==> src/rtl/game_input_pkg.sv <==
// Shared constants, FSM state types and lookup helpers for the PS/2 keyboard
// front end. The package has no ports. It provides the HID usage codes, the
// PS/2 prefix bytes, the enums for both FSMs, the scancode-to-HID translation
// and the odd-parity check.
package game_input_pkg;

    // USB HID usage codes produced on the keycode bus
    localparam logic [7:0] KEY_NONE  = 8'h00;
    localparam logic [7:0] KEY_A     = 8'h04;
    localparam logic [7:0] KEY_D     = 8'h07;
    localparam logic [7:0] KEY_S     = 8'h16;
    localparam logic [7:0] KEY_W     = 8'h1A;
    localparam logic [7:0] KEY_ENTER = 8'h28;
    localparam logic [7:0] KEY_ESC   = 8'h29;
    localparam logic [7:0] KEY_SPACE = 8'h2C;
    localparam logic [7:0] KEY_RIGHT = 8'h4F;
    localparam logic [7:0] KEY_LEFT  = 8'h50;
    localparam logic [7:0] KEY_DOWN  = 8'h51;
    localparam logic [7:0] KEY_UP    = 8'h52;

    // PS/2 Set-2 prefix bytes
    localparam logic [7:0] PS2_EXT = 8'hE0;
    localparam logic [7:0] PS2_BRK = 8'hF0;

    typedef enum logic [1:0] {
        RX_IDLE   = 2'd0,
        RX_DATA   = 2'd1,
        RX_PARITY = 2'd2,
        RX_STOP   = 2'd3
    } rx_state_e;

    typedef enum logic [1:0] {
        SC_WAIT = 2'd0,
        SC_E0   = 2'd1,
        SC_F0   = 2'd2,
        SC_E0F0 = 2'd3
    } sc_state_e;

    // Set-2 scancode to HID usage; anything not listed maps to KEY_NONE
    function automatic logic [7:0] ps2_to_hid(input logic ext, input logic [7:0] code);
        logic [7:0] hid;
        hid = KEY_NONE;
        if (ext) begin
            case (code)
                8'h6B:   hid = KEY_LEFT;
                8'h74:   hid = KEY_RIGHT;
                8'h75:   hid = KEY_UP;
                8'h72:   hid = KEY_DOWN;
                default: hid = KEY_NONE;
            endcase
        end else begin
            case (code)
                8'h1C:   hid = KEY_A;
                8'h23:   hid = KEY_D;
                8'h1B:   hid = KEY_S;
                8'h1D:   hid = KEY_W;
                8'h29:   hid = KEY_SPACE;
                8'h5A:   hid = KEY_ENTER;
                8'h76:   hid = KEY_ESC;
                default: hid = KEY_NONE;
            endcase
        end
        return hid;
    endfunction

    // True when data plus parity bit hold an odd number of ones
    function automatic logic odd_parity_ok(input logic [7:0] data, input logic par);
        return ^{par, data};
    endfunction

endpackage

==> src/rtl/ps2_frame_rx.sv <==
// PS/2 frame receiver. It synchronizes both lines and debounces the clock line.
// Each accepted falling edge of the clock samples the data line. The block then
// assembles 11-bit frames (start, 8 data LSB-first, odd parity, stop).
// Ports:
//   clk, rst         system clock, asynchronous active-high reset
//   ps2_clk/ps2_data raw asynchronous PS/2 lines
//   rx_byte          last good data byte (valid while byte_valid is high)
//   byte_valid       one-cycle pulse for a good frame
//   frame_err        one-cycle pulse on parity/stop error or mid-frame timeout
module ps2_frame_rx
    import game_input_pkg::*;
#(
    parameter int FILTER_LEN     = 8,
    parameter int TIMEOUT_CYCLES = 50000
) (
    input  logic       clk,
    input  logic       rst,
    input  logic       ps2_clk,
    input  logic       ps2_data,
    output logic [7:0] rx_byte,
    output logic       byte_valid,
    output logic       frame_err
);

    localparam int FLT_W = $clog2(FILTER_LEN + 1);
    localparam int TMO_W = $clog2(TIMEOUT_CYCLES + 1);

    logic [1:0]       clk_sync_r;
    logic [1:0]       data_sync_r;
    logic             filt_clk_r;
    logic [FLT_W-1:0] filt_cnt_r;
    logic             fe_s;

    rx_state_e        state_r, state_n;
    logic [2:0]       bitcnt_r, bitcnt_n;
    logic [7:0]       shift_r, shift_n;
    logic             parity_r, parity_n;
    logic [TMO_W-1:0] tmo_r, tmo_n;
    logic [7:0]       byte_r, byte_n;
    logic             valid_r, valid_n;
    logic             err_r, err_n;

    // Two-flop synchronizers on both raw lines
    always_ff @(posedge clk or posedge rst) begin
        if (rst) begin
            clk_sync_r  <= 2'b00;
            data_sync_r <= 2'b00;
        end else begin
            clk_sync_r  <= {clk_sync_r[0], ps2_clk};
            data_sync_r <= {data_sync_r[0], ps2_data};
        end
    end

    // A level change is accepted only after FILTER_LEN consecutive differing samples.
    // The filtered clock resets to the idle-high bus level so no edge is seen at start-up.
    always_ff @(posedge clk or posedge rst) begin
        if (rst) begin
            filt_clk_r <= 1'b1;
            filt_cnt_r <= '0;
        end else if (clk_sync_r[1] == filt_clk_r) begin
            filt_cnt_r <= '0;
        end else if (filt_cnt_r == FLT_W'(FILTER_LEN - 1)) begin
            filt_clk_r <= clk_sync_r[1];
            filt_cnt_r <= '0;
        end else begin
            filt_cnt_r <= filt_cnt_r + FLT_W'(1);
        end
    end

    // Falling-edge strobe: the cycle the filter accepts a high-to-low change
    assign fe_s = filt_clk_r && !clk_sync_r[1] && (filt_cnt_r == FLT_W'(FILTER_LEN - 1));

    // Frame FSM state and datapath registers
    always_ff @(posedge clk or posedge rst) begin
        if (rst) begin
            state_r  <= RX_IDLE;
            bitcnt_r <= 3'd0;
            shift_r  <= 8'h00;
            parity_r <= 1'b0;
            tmo_r    <= '0;
            byte_r   <= 8'h00;
            valid_r  <= 1'b0;
            err_r    <= 1'b0;
        end else begin
            state_r  <= state_n;
            bitcnt_r <= bitcnt_n;
            shift_r  <= shift_n;
            parity_r <= parity_n;
            tmo_r    <= tmo_n;
            byte_r   <= byte_n;
            valid_r  <= valid_n;
            err_r    <= err_n;
        end
    end

    // Frame FSM next-state, timeout and output pulses
    always_comb begin
        state_n  = state_r;
        bitcnt_n = bitcnt_r;
        shift_n  = shift_r;
        parity_n = parity_r;
        byte_n   = byte_r;
        valid_n  = 1'b0;
        err_n    = 1'b0;

        if (fe_s || state_r == RX_IDLE) begin
            tmo_n = '0;
        end else begin
            tmo_n = tmo_r + TMO_W'(1);
        end

        if (state_r != RX_IDLE && !fe_s && tmo_r == TMO_W'(TIMEOUT_CYCLES - 1)) begin
            state_n = RX_IDLE;
            err_n   = 1'b1;
        end else if (fe_s) begin
            case (state_r)
                RX_IDLE: begin
                    if (!data_sync_r[1]) begin
                        state_n  = RX_DATA;
                        bitcnt_n = 3'd0;
                    end else begin
                        state_n  = RX_IDLE;
                    end
                end
                RX_DATA: begin
                    shift_n = {data_sync_r[1], shift_r[7:1]};
                    if (bitcnt_r == 3'd7) begin
                        state_n = RX_PARITY;
                    end else begin
                        bitcnt_n = bitcnt_r + 3'd1;
                    end
                end
                RX_PARITY: begin
                    parity_n = data_sync_r[1];
                    state_n  = RX_STOP;
                end
                RX_STOP: begin
                    state_n = RX_IDLE;
                    if (data_sync_r[1] && odd_parity_ok(shift_r, parity_r)) begin
                        byte_n  = shift_r;
                        valid_n = 1'b1;
                    end else begin
                        err_n = 1'b1;
                    end
                end
                default: state_n = RX_IDLE;
            endcase
        end else begin
            state_n = state_r;
        end
    end

    assign rx_byte    = byte_r;
    assign byte_valid = valid_r;
    assign frame_err  = err_r;

endmodule

==> src/rtl/ps2_keycode_decoder.sv <==
// PS/2 Set-2 keyboard decoder for the game. It tracks the E0/F0 prefixes and
// keeps the most recently pressed mapped key on keycode. It clears keycode when
// that key is released and pulses shoot_bullet on each fresh space press.
// Ports:
//   Clk, Reset       system clock, asynchronous active-high reset
//   ps2_clk/ps2_data raw PS/2 lines
//   keycode          HID code of the held key (00 = none)
//   key_valid        one-cycle pulse when keycode changes
//   shoot_bullet     one-cycle pulse on space make while space was not held
//   frame_err        one-cycle pulse on a bad or timed-out frame
module ps2_keycode_decoder
    import game_input_pkg::*;
#(
    parameter int FILTER_LEN     = 8,
    parameter int TIMEOUT_CYCLES = 50000
) (
    input  logic       Clk,
    input  logic       Reset,
    input  logic       ps2_clk,
    input  logic       ps2_data,
    output logic [7:0] keycode,
    output logic       key_valid,
    output logic       shoot_bullet,
    output logic       frame_err
);

    logic [7:0] rx_byte;
    logic       byte_valid;

    sc_state_e  sc_r, sc_n;
    logic [7:0] keycode_r, keycode_n;
    logic       key_valid_r, key_valid_n;
    logic       shoot_r, shoot_n;
    logic       is_make_s, is_break_s, is_ext_s;
    logic [7:0] hid_s;

    ps2_frame_rx #(
        .FILTER_LEN     (FILTER_LEN),
        .TIMEOUT_CYCLES (TIMEOUT_CYCLES)
    ) u_rx (
        .clk        (Clk),
        .rst        (Reset),
        .ps2_clk    (ps2_clk),
        .ps2_data   (ps2_data),
        .rx_byte    (rx_byte),
        .byte_valid (byte_valid),
        .frame_err  (frame_err)
    );

    // Scancode FSM and registered keycode outputs
    always_ff @(posedge Clk or posedge Reset) begin
        if (Reset) begin
            sc_r        <= SC_WAIT;
            keycode_r   <= KEY_NONE;
            key_valid_r <= 1'b0;
            shoot_r     <= 1'b0;
        end else begin
            sc_r        <= sc_n;
            keycode_r   <= keycode_n;
            key_valid_r <= key_valid_n;
            shoot_r     <= shoot_n;
        end
    end

    // Prefix tracking, classifying each byte as a make or break, then the key update
    always_comb begin
        sc_n        = sc_r;
        keycode_n   = keycode_r;
        key_valid_n = 1'b0;
        shoot_n     = 1'b0;
        is_make_s   = 1'b0;
        is_break_s  = 1'b0;
        is_ext_s    = 1'b0;

        if (byte_valid) begin
            case (sc_r)
                SC_WAIT: begin
                    if (rx_byte == PS2_EXT) begin
                        sc_n = SC_E0;
                    end else if (rx_byte == PS2_BRK) begin
                        sc_n = SC_F0;
                    end else begin
                        is_make_s = 1'b1;
                    end
                end
                SC_E0: begin
                    // A repeated E0 keeps the extended prefix pending
                    if (rx_byte == PS2_EXT) begin
                        sc_n = SC_E0;
                    end else if (rx_byte == PS2_BRK) begin
                        sc_n = SC_E0F0;
                    end else begin
                        is_make_s = 1'b1;
                        is_ext_s  = 1'b1;
                        sc_n      = SC_WAIT;
                    end
                end
                SC_F0: begin
                    is_break_s = 1'b1;
                    sc_n       = SC_WAIT;
                end
                SC_E0F0: begin
                    is_break_s = 1'b1;
                    is_ext_s   = 1'b1;
                    sc_n       = SC_WAIT;
                end
                default: sc_n = SC_WAIT;
            endcase
        end else begin
            sc_n = sc_r;
        end

        hid_s = ps2_to_hid(is_ext_s, rx_byte);

        // Typematic repeats (hid == keycode) and unmapped codes leave everything unchanged
        if (is_make_s && hid_s != KEY_NONE && hid_s != keycode_r) begin
            keycode_n   = hid_s;
            key_valid_n = 1'b1;
            shoot_n     = (hid_s == KEY_SPACE);
        end else if (is_break_s && hid_s != KEY_NONE && hid_s == keycode_r) begin
            // Only releasing the currently held key clears it
            keycode_n   = KEY_NONE;
            key_valid_n = 1'b1;
        end else begin
            keycode_n   = keycode_r;
        end
    end

    assign keycode      = keycode_r;
    assign key_valid    = key_valid_r;
    assign shoot_bullet = shoot_r;

endmodule

==> config.mk <==
export PLATFORM = sky130hd
export DESIGN_NAME = ps2_keycode_decoder
export DESIGN_NICKNAME = d
export VERILOG_FILES = /design/src/rtl/game_input_pkg.sv /design/src/rtl/ps2_frame_rx.sv /design/src/rtl/ps2_keycode_decoder.sv
export SDC_FILE = /design/constraint.sdc
export NUM_CORES = 1
export LEC_CHECK = 0
export ABC_AREA = 1
export CAP_MARGIN = 40
export CORE_MARGIN = 2
export CORE_UTILIZATION = 55
export DETAILED_ROUTE_END_ITERATION = 10
export PLACE_DENSITY = 0.74
export SLEW_MARGIN = 20
export SYNTH_ARGS = -nofsm -noshare
export SYNTH_HDL_FRONTEND = slang
export SYNTH_SLANG_ARGS = --single-unit
export TNS_END_PERCENT = 100
==> constraint.sdc <==
create_clock -name Clk -period 2.4 [get_ports Clk]
set_input_delay 0.48 -clock Clk [delete_from_list [all_inputs] [get_ports Clk]]
set_output_delay 0.48 -clock Clk [all_outputs]
set_load 0.05 [all_outputs]
== Word level (Yosys, flattened, before mapping) ==
Cells that the tools add are included.

* Bits in registers: 61
* Input bits: 4
* Output and inout port bits: 11
* Word-level logic and storage cells: 120

* Add/subtract/negate cells: 3
* Equality and inequality tests: 30
* Mux-type cells: 40
* Bitwise operators: 2
* Reduce and logical (&&, ||, !) cells: 29

{| class="wikitable"
|+ Operators by type and width
! operator !! count
|-
| $eq A8 B7 Y1 const B || 6
|-
| $pmux W6 S7 || 1
|-
| $pmux W7 S4 || 1
|-
| $eq A8 B5 Y1 const B || 3
|-
| $eq A8 B6 Y1 const B || 3
|-
| $mux W8 || 3
|-
| $mux W1 || 19
|-
| $add A16 B1 Y16 const B || 1
|-
| $eq A16 B16 Y1 const B || 1
|-
| $eq A8 B8 Y1 const B || 2
|-
| $mux W16 || 1
|-
| $mux W2 || 7
|-
| $logic_and A1 B1 Y1 || 9
|-
| $reduce_xor A9 Y1 || 1
|-
| $eq A2 B2 Y1 const B || 4
|-
| $eq A8 B8 Y1 || 1
|-
| $mux W4 || 2
|-
| $ne A8 B8 Y1 || 1
|-
| $pmux W2 S4 || 1
|-
| $reduce_bool A2 Y1 || 4
|-
| $reduce_bool A8 Y1 || 1
|-
| $mux W3 || 2
|-
| $pmux W2 S3 || 1
|-
| $pmux W3 S2 || 1
|-
| 19 further kinds || 28
|}

== Depth between registers and ports, before layout ==
Gate-level depths: netlist of the first run.

* Depth after elaboration: 11
* Gate-level depth with buffers: 16
* Mapped depth without buffers: 16

== Modules after synthesis ==
From an unflattened synthesis of the first run, not the netlist that was laid out.

* Cell total of the unflattened synthesis: 479
* Area, all modules: 3,679.8 um^2

{| class="wikitable"
|+ By module, submodules not included
! module !! instances !! cells an instance !! area each (um^2) !! seq. area each (um^2)
|-
| ps2_frame_rx || 1 || 291 || 2,519.9 || 1,227.4
|-
| ps2_keycode_decoder || 1 || 188 || 1,159.9 || 275.3
|}

== Worst setup path after synthesis of the first run ==
No wires, ideal clock.

* Path type: register -> register
* Start: register u_rx.filt_cnt_r[0]
* End: register u_rx.bitcnt_r[0]
* Library setup time: 0.122 ns
* Arrival time: 1.689 ns
* Data required time: 2.278 ns
* Slack: 0.589 ns
* Cell stages (with the launch flop): 13
* Buffers on the path: 0
* Period minus slack after synthesis: 1.811 ns
* Cells stage by stage: dfrtp_1 > ha_1 > nand2_1 > nor2_1 > nand2_1 > nand2_2 > inv_2 > nand4_1 > o21ai_1 > nor3_2 > inv_2 > nand2_1 > o21ai_1

* Longest elaborated chain between the ends: 7

{| class="wikitable"
|+ Ends and longest elaborated chain
! what !! line !! source
|-
| start, declared || ps2_frame_rx.sv:31 || <nowiki>logic [FLT_W-1:0] filt_cnt_r;</nowiki>
|-
| start signal, assigned || ps2_frame_rx.sv:66 || <nowiki>filt_cnt_r <= filt_cnt_r + FLT_W'(1);</nowiki>
|-
| $eq A4 B3 Y1 * || ps2_frame_rx.sv:71 || <nowiki>assign fe_s = filt_clk_r && !clk_sync_r[1] && (filt_cnt_r == FLT_W'(FILTER_LEN - 1));</nowiki>
|-
| $logic_and A1 B1 Y1 * || ps2_frame_rx.sv:71 ||
|-
| $logic_not A1 Y1 || ps2_frame_rx.sv:112 || <nowiki>if (state_r != RX_IDLE && !fe_s && tmo_r == TMO_W'(TIMEOUT_CYCLES - 1)) begin</nowiki>
|-
| $logic_and A1 B1 Y1 (2 in a row) || ps2_frame_rx.sv:112 ||
|-
| $not A1 Y1 (no line) || - ||
|-
| $reduce_and A5 Y1 (no line) * || - ||
|-
| end signal, assigned || ps2_frame_rx.sv:86 || <nowiki>bitcnt_r <= bitcnt_n;</nowiki>
|-
| end, declared || ps2_frame_rx.sv:35 || <nowiki>logic [2:0] bitcnt_r, bitcnt_n;</nowiki>
|}

Mark *: on every way between the ends. The rest lies on a longest branch, timed or not.
A chain may end at the register's enable or synchronous reset.

== Final worst setup path of the first run ==
Ends and elaborated chain as after synthesis.

==> impl_metrics.ini, run 1 <==
[drt]
dr.pass1.iters = 5
routed_wl_mm = 6.42
drt-met1-wl_mm = 3.00
viasPerCell = 5.24
drtIter0Drc = 137
routedWlPerCell_um = 12.8
drtAntennaViolNets = 0
dr_wl_met2_mm = 3.11
top_layer = met4
vias = 2626
route.detailed.drc = 0
met3_length_um = 197

[power]
p_int_mw = 1.69
power.total_mw = 2.17
seqPwrFrac = 0.491
ir_drop_mv = 0.461
power.leakage_nw = 1.81
switchingPower_mw = 0.480
p_sw_frac = 0.221
p_per_area_nw_per_um2 = 578
power_frac_comb = 0.048
clkPwrFrac = 0.461

[critical_path]
timing.critical_path.from_type = register
worstPathMaxFanout = 10
worstPathArrival_ns = 2.36
cp-end-kind = register
cp.required_ns = 2.62
reg2reg_depth = 12
path_class = register to register

[timing]
slew_violations = 0
max_freq_mhz = 469
finalCriticalPeriod_ns = 2.13
finalHoldViolCount = 0
period_share = 0.889
setup_tns_ns = 0
finalClockSkew_ns = 0.00872
grt_setup_unrepaired = false
setup_viol = 0
worst_slew_pin_slew_ns = 0.516
relSlewSlack = 0.655

[yosys]
synth_area_leaders = dfrtp_1 (44%), nand2_1 (10%), nand3_1 (5.3%)
synth.avg_cell_area_um2 = 8.32
yosys_warnings = 0
netlist_area_um2 = 3320
synth_seq_cells = 60
yosysUniqueCellTypes = 39
synth_top_cell_by_area = dfrtp_1
synth_nets = 412
synthCells = 399
ys_seq_area_frac = 0.453
synth_top_area_share = 0.445

[die]
io_pins = 15
initial_core_util = 0.564
core-area_um2 = 5890
die_area_um2 = 6670
fp-row-count = 28
fp.dieH_um = 81.7
die_x_um = 81.7

[run_status]
status = finished, final reports clean

[final_layout]
seq_area_um2 = 1500
area_growth_pct = 13.3
drive_above_1_share = 0.157
layout.nets = 435
diodes = 0
multi_input_comb_area_um2 = 1610
filler_cell_count = 487

[clock_network]
cts_buffer_depth = 2
postCtsSetupBuffers = 0
cts_resized = 0
htreeDepth = 3
path_clk_slew_ns = 0.07
root_buffer = clkbuf_8
clock-sinks = 60
cts_made_buffers = 9
insertion_delay_ns = 0.34
cts_hold_buf = 0
cts_tree = yes

[global_routing]
grt_first_pass_wirelength_mm = 10.9
grt_usage = 0.216
grt_max_degree = 41
grt.overflow.total = 0
grt_pass1_vias = 2517
grt_antenna_before_repair = 0

[min_path]
hp-class = register to register
whs_path_depth = 0

[placed_design]
hpwl_mm = 4.69
gp_congestion = 0.907
port_buffers = 13

[flow_run]
cap_violations = 0
[through the flow]
| step | instances | instance area (um^2) | hold WS, ns | utilization | setup WS [ns] |
|---|---|---|---|---|---|
| after global routing | 501 | 3760 | 0.356 | 0.639 | 0.0222 |
| final | 501 | 3760 | 0.351 | 0.639 | 0.266 |
| after CTS | 501 | 3760 | 0.353 | 0.639 | 0.283 |
| after detailed placement | 486 | 3540 | 0.336 | 0.602 | 0.286 |
| after global placement | 486 | 3540 | 0.332 | 0.602 | 0.411 |
| after floorplan | 399 | 3320 | 0.331 | - | 0.437 |
[power by group through the flow]
stage	Sequential (mW)	Combinational [mW]	Clock, mW
after floorplan	1.08	0.0789	0
after global placement	1.08	0.103	0
after detailed placement	1.09	0.107	0
after CTS	1.07	0.107	1.02
after global routing	1.07	0.127	1.06
final	1.07	0.104	1.00
[final cells by class]
cell class | instances | share of cell area
inverter | 49 | 0.0489
tap | 75 | 0.0250
multi-input combinational | 288 | 0.429
clock inverter | 4 | 0.0196
timing repair buffer | 14 | 0.0399
clock buffer | 11 | 0.0376
sequential | 60 | 0.400
[kinds of logic (layout without fill, tap and decap cells)]
family / count (synthesis) / after routing / synth area share
other cells: 1 / 1 / 0.00113
fa+ha+maj: 9 / 9 / 0.0339
buf+inv: 51 / 78 / 0.0611
mux: 7 / 7 / 0.0237
simple gates: 213 / 213 / 0.319
xor+xnor: 10 / 10 / 0.0264
compound gates: 48 / 48 / 0.0826
flops: 60 / 60 / 0.453
[state kept, by name (all words and copies together), names as in the netlist]
name / flops
u_rx.rx_byte: 8
u_rx.data_sync_r: 2
sc_r: 2
u_rx.state_r: 2
u_rx.frame_err: 1
shoot_bullet: 1
u_rx.byte_valid: 1
u_rx.clk_sync_r: 2
u_rx.parity_r: 1
keycode: 7
u_rx.bitcnt_r: 3
key_valid: 1
u_rx.filt_cnt_r: 4
u_rx.shift_r: 8
u_rx.filt_clk_r: 1
u_rx.tmo_r: 16
[final timing paths]
| check | from | end | slack, ns |
|---|---|---|---|
| max | u_rx.filt_cnt_r[0] | u_rx.bitcnt_r[0] | 0.27 |
| min | u_rx.clk_sync_r[0] | u_rx.clk_sync_r[1] | 0.35 |
| max reg2reg | u_rx.filt_cnt_r[0] | u_rx.bitcnt_r[0] | 0.27 |
| min reg2reg | u_rx.clk_sync_r[0] | u_rx.clk_sync_r[1] | 0.35 |
| max in group asynchronous | Reset | keycode[2] | 1.36 |
| min in group asynchronous | Reset | u_rx.filt_cnt_r[1] | 0.48 |
[synth_stat cells]
| master | count |
|---|---|
| a211oi_1 | 1 |
| nand3_1 | 35 |
| nand3_2 | 3 |
| o221a_2 | 1 |
| nor2_4 | 2 |
| buf_6 | 1 |
| nor3b_1 | 1 |
| nand3b_1 | 1 |
| buf_4 | 1 |
| nand3_4 | 1 |
| o21ai_0 | 22 |
| o32ai_1 | 1 |
| mux2_2 | 7 |
| a21oi_1 | 14 |
| ha_1 | 9 |
| xor2_1 | 5 |
| nor3_1 | 6 |
| nor4_2 | 1 |
| xnor2_1 | 5 |
| nor3b_2 | 1 |
| nor3_2 | 2 |
| o21ai_1 | 3 |
| nor2_2 | 4 |
| nand4_1 | 10 |
| dfstp_2 | 1 |
| nand2_8 | 1 |
| nor2_1 | 38 |
| a21oi_4 | 1 |
| nor4_1 | 1 |
| nand2_1 | 89 |
| o21bai_1 | 1 |
| inv_1 | 41 |
| dfrtp_1 | 59 |
| a31oi_1 | 3 |
| nand2_2 | 12 |
| conb_1 | 1 |
| nand2_4 | 5 |
| inv_2 | 8 |
| a21oi_2 | 1 |
[critical path, cell delays in order, from the launching register on]
cell and delay [ns]:
dfrtp_1 0.37, ha_1 0.20, nand2_1 0.07, nor2_1 0.16, nand2_1 0.21, nand2_2 0.22, inv_2 0.12, nand4_1 0.14
o21ai_1 0.12, nor3_2 0.22, inv_2 0.08, nand2_1 0.07, o21ai_1 0.06
[cell usage in the layout, fill, tap and decap left out, drive strengths merged, types with 3 or more instances in the layout]
cell           instances
xor2                   5
clkdlybuf4s50         13
nand4                 10
nand2                107
a31oi                  3
nand3                 39
a21oi                 16
nor3                   8
nor2                  44
inv                   49
clkbuf                11
mux2                   7
o21ai                 25
ha                     9
xnor2                  5
dfrtp                 59
[layer usage]
| metal | track usage | up-vias |
|---|---|---|
| met5 | 0 | - |
| met4 | 0.103 | 0 |
| met3 | 0.0473 | 12 |
| met2 | 0.346 | 47 |
| met1 | 0.280 | 1216 |
| li1 | - | 1351 |
Power figures use the tool's default switching activity.
==> inputs of run 2 (changes only) <==
--- a/config.mk
+++ b/config.mk
@@ -6,7 +6,7 @@
 export NUM_CORES = 1
 export LEC_CHECK = 0
 export ABC_AREA = 1
-export CAP_MARGIN = 40
+export CAP_MARGIN = 20
 export CORE_MARGIN = 2
 export CORE_UTILIZATION = 55
 export DETAILED_ROUTE_END_ITERATION = 10
==> results of run 2 <==
Final layout, timing and power as in run 1 (identical DEF).
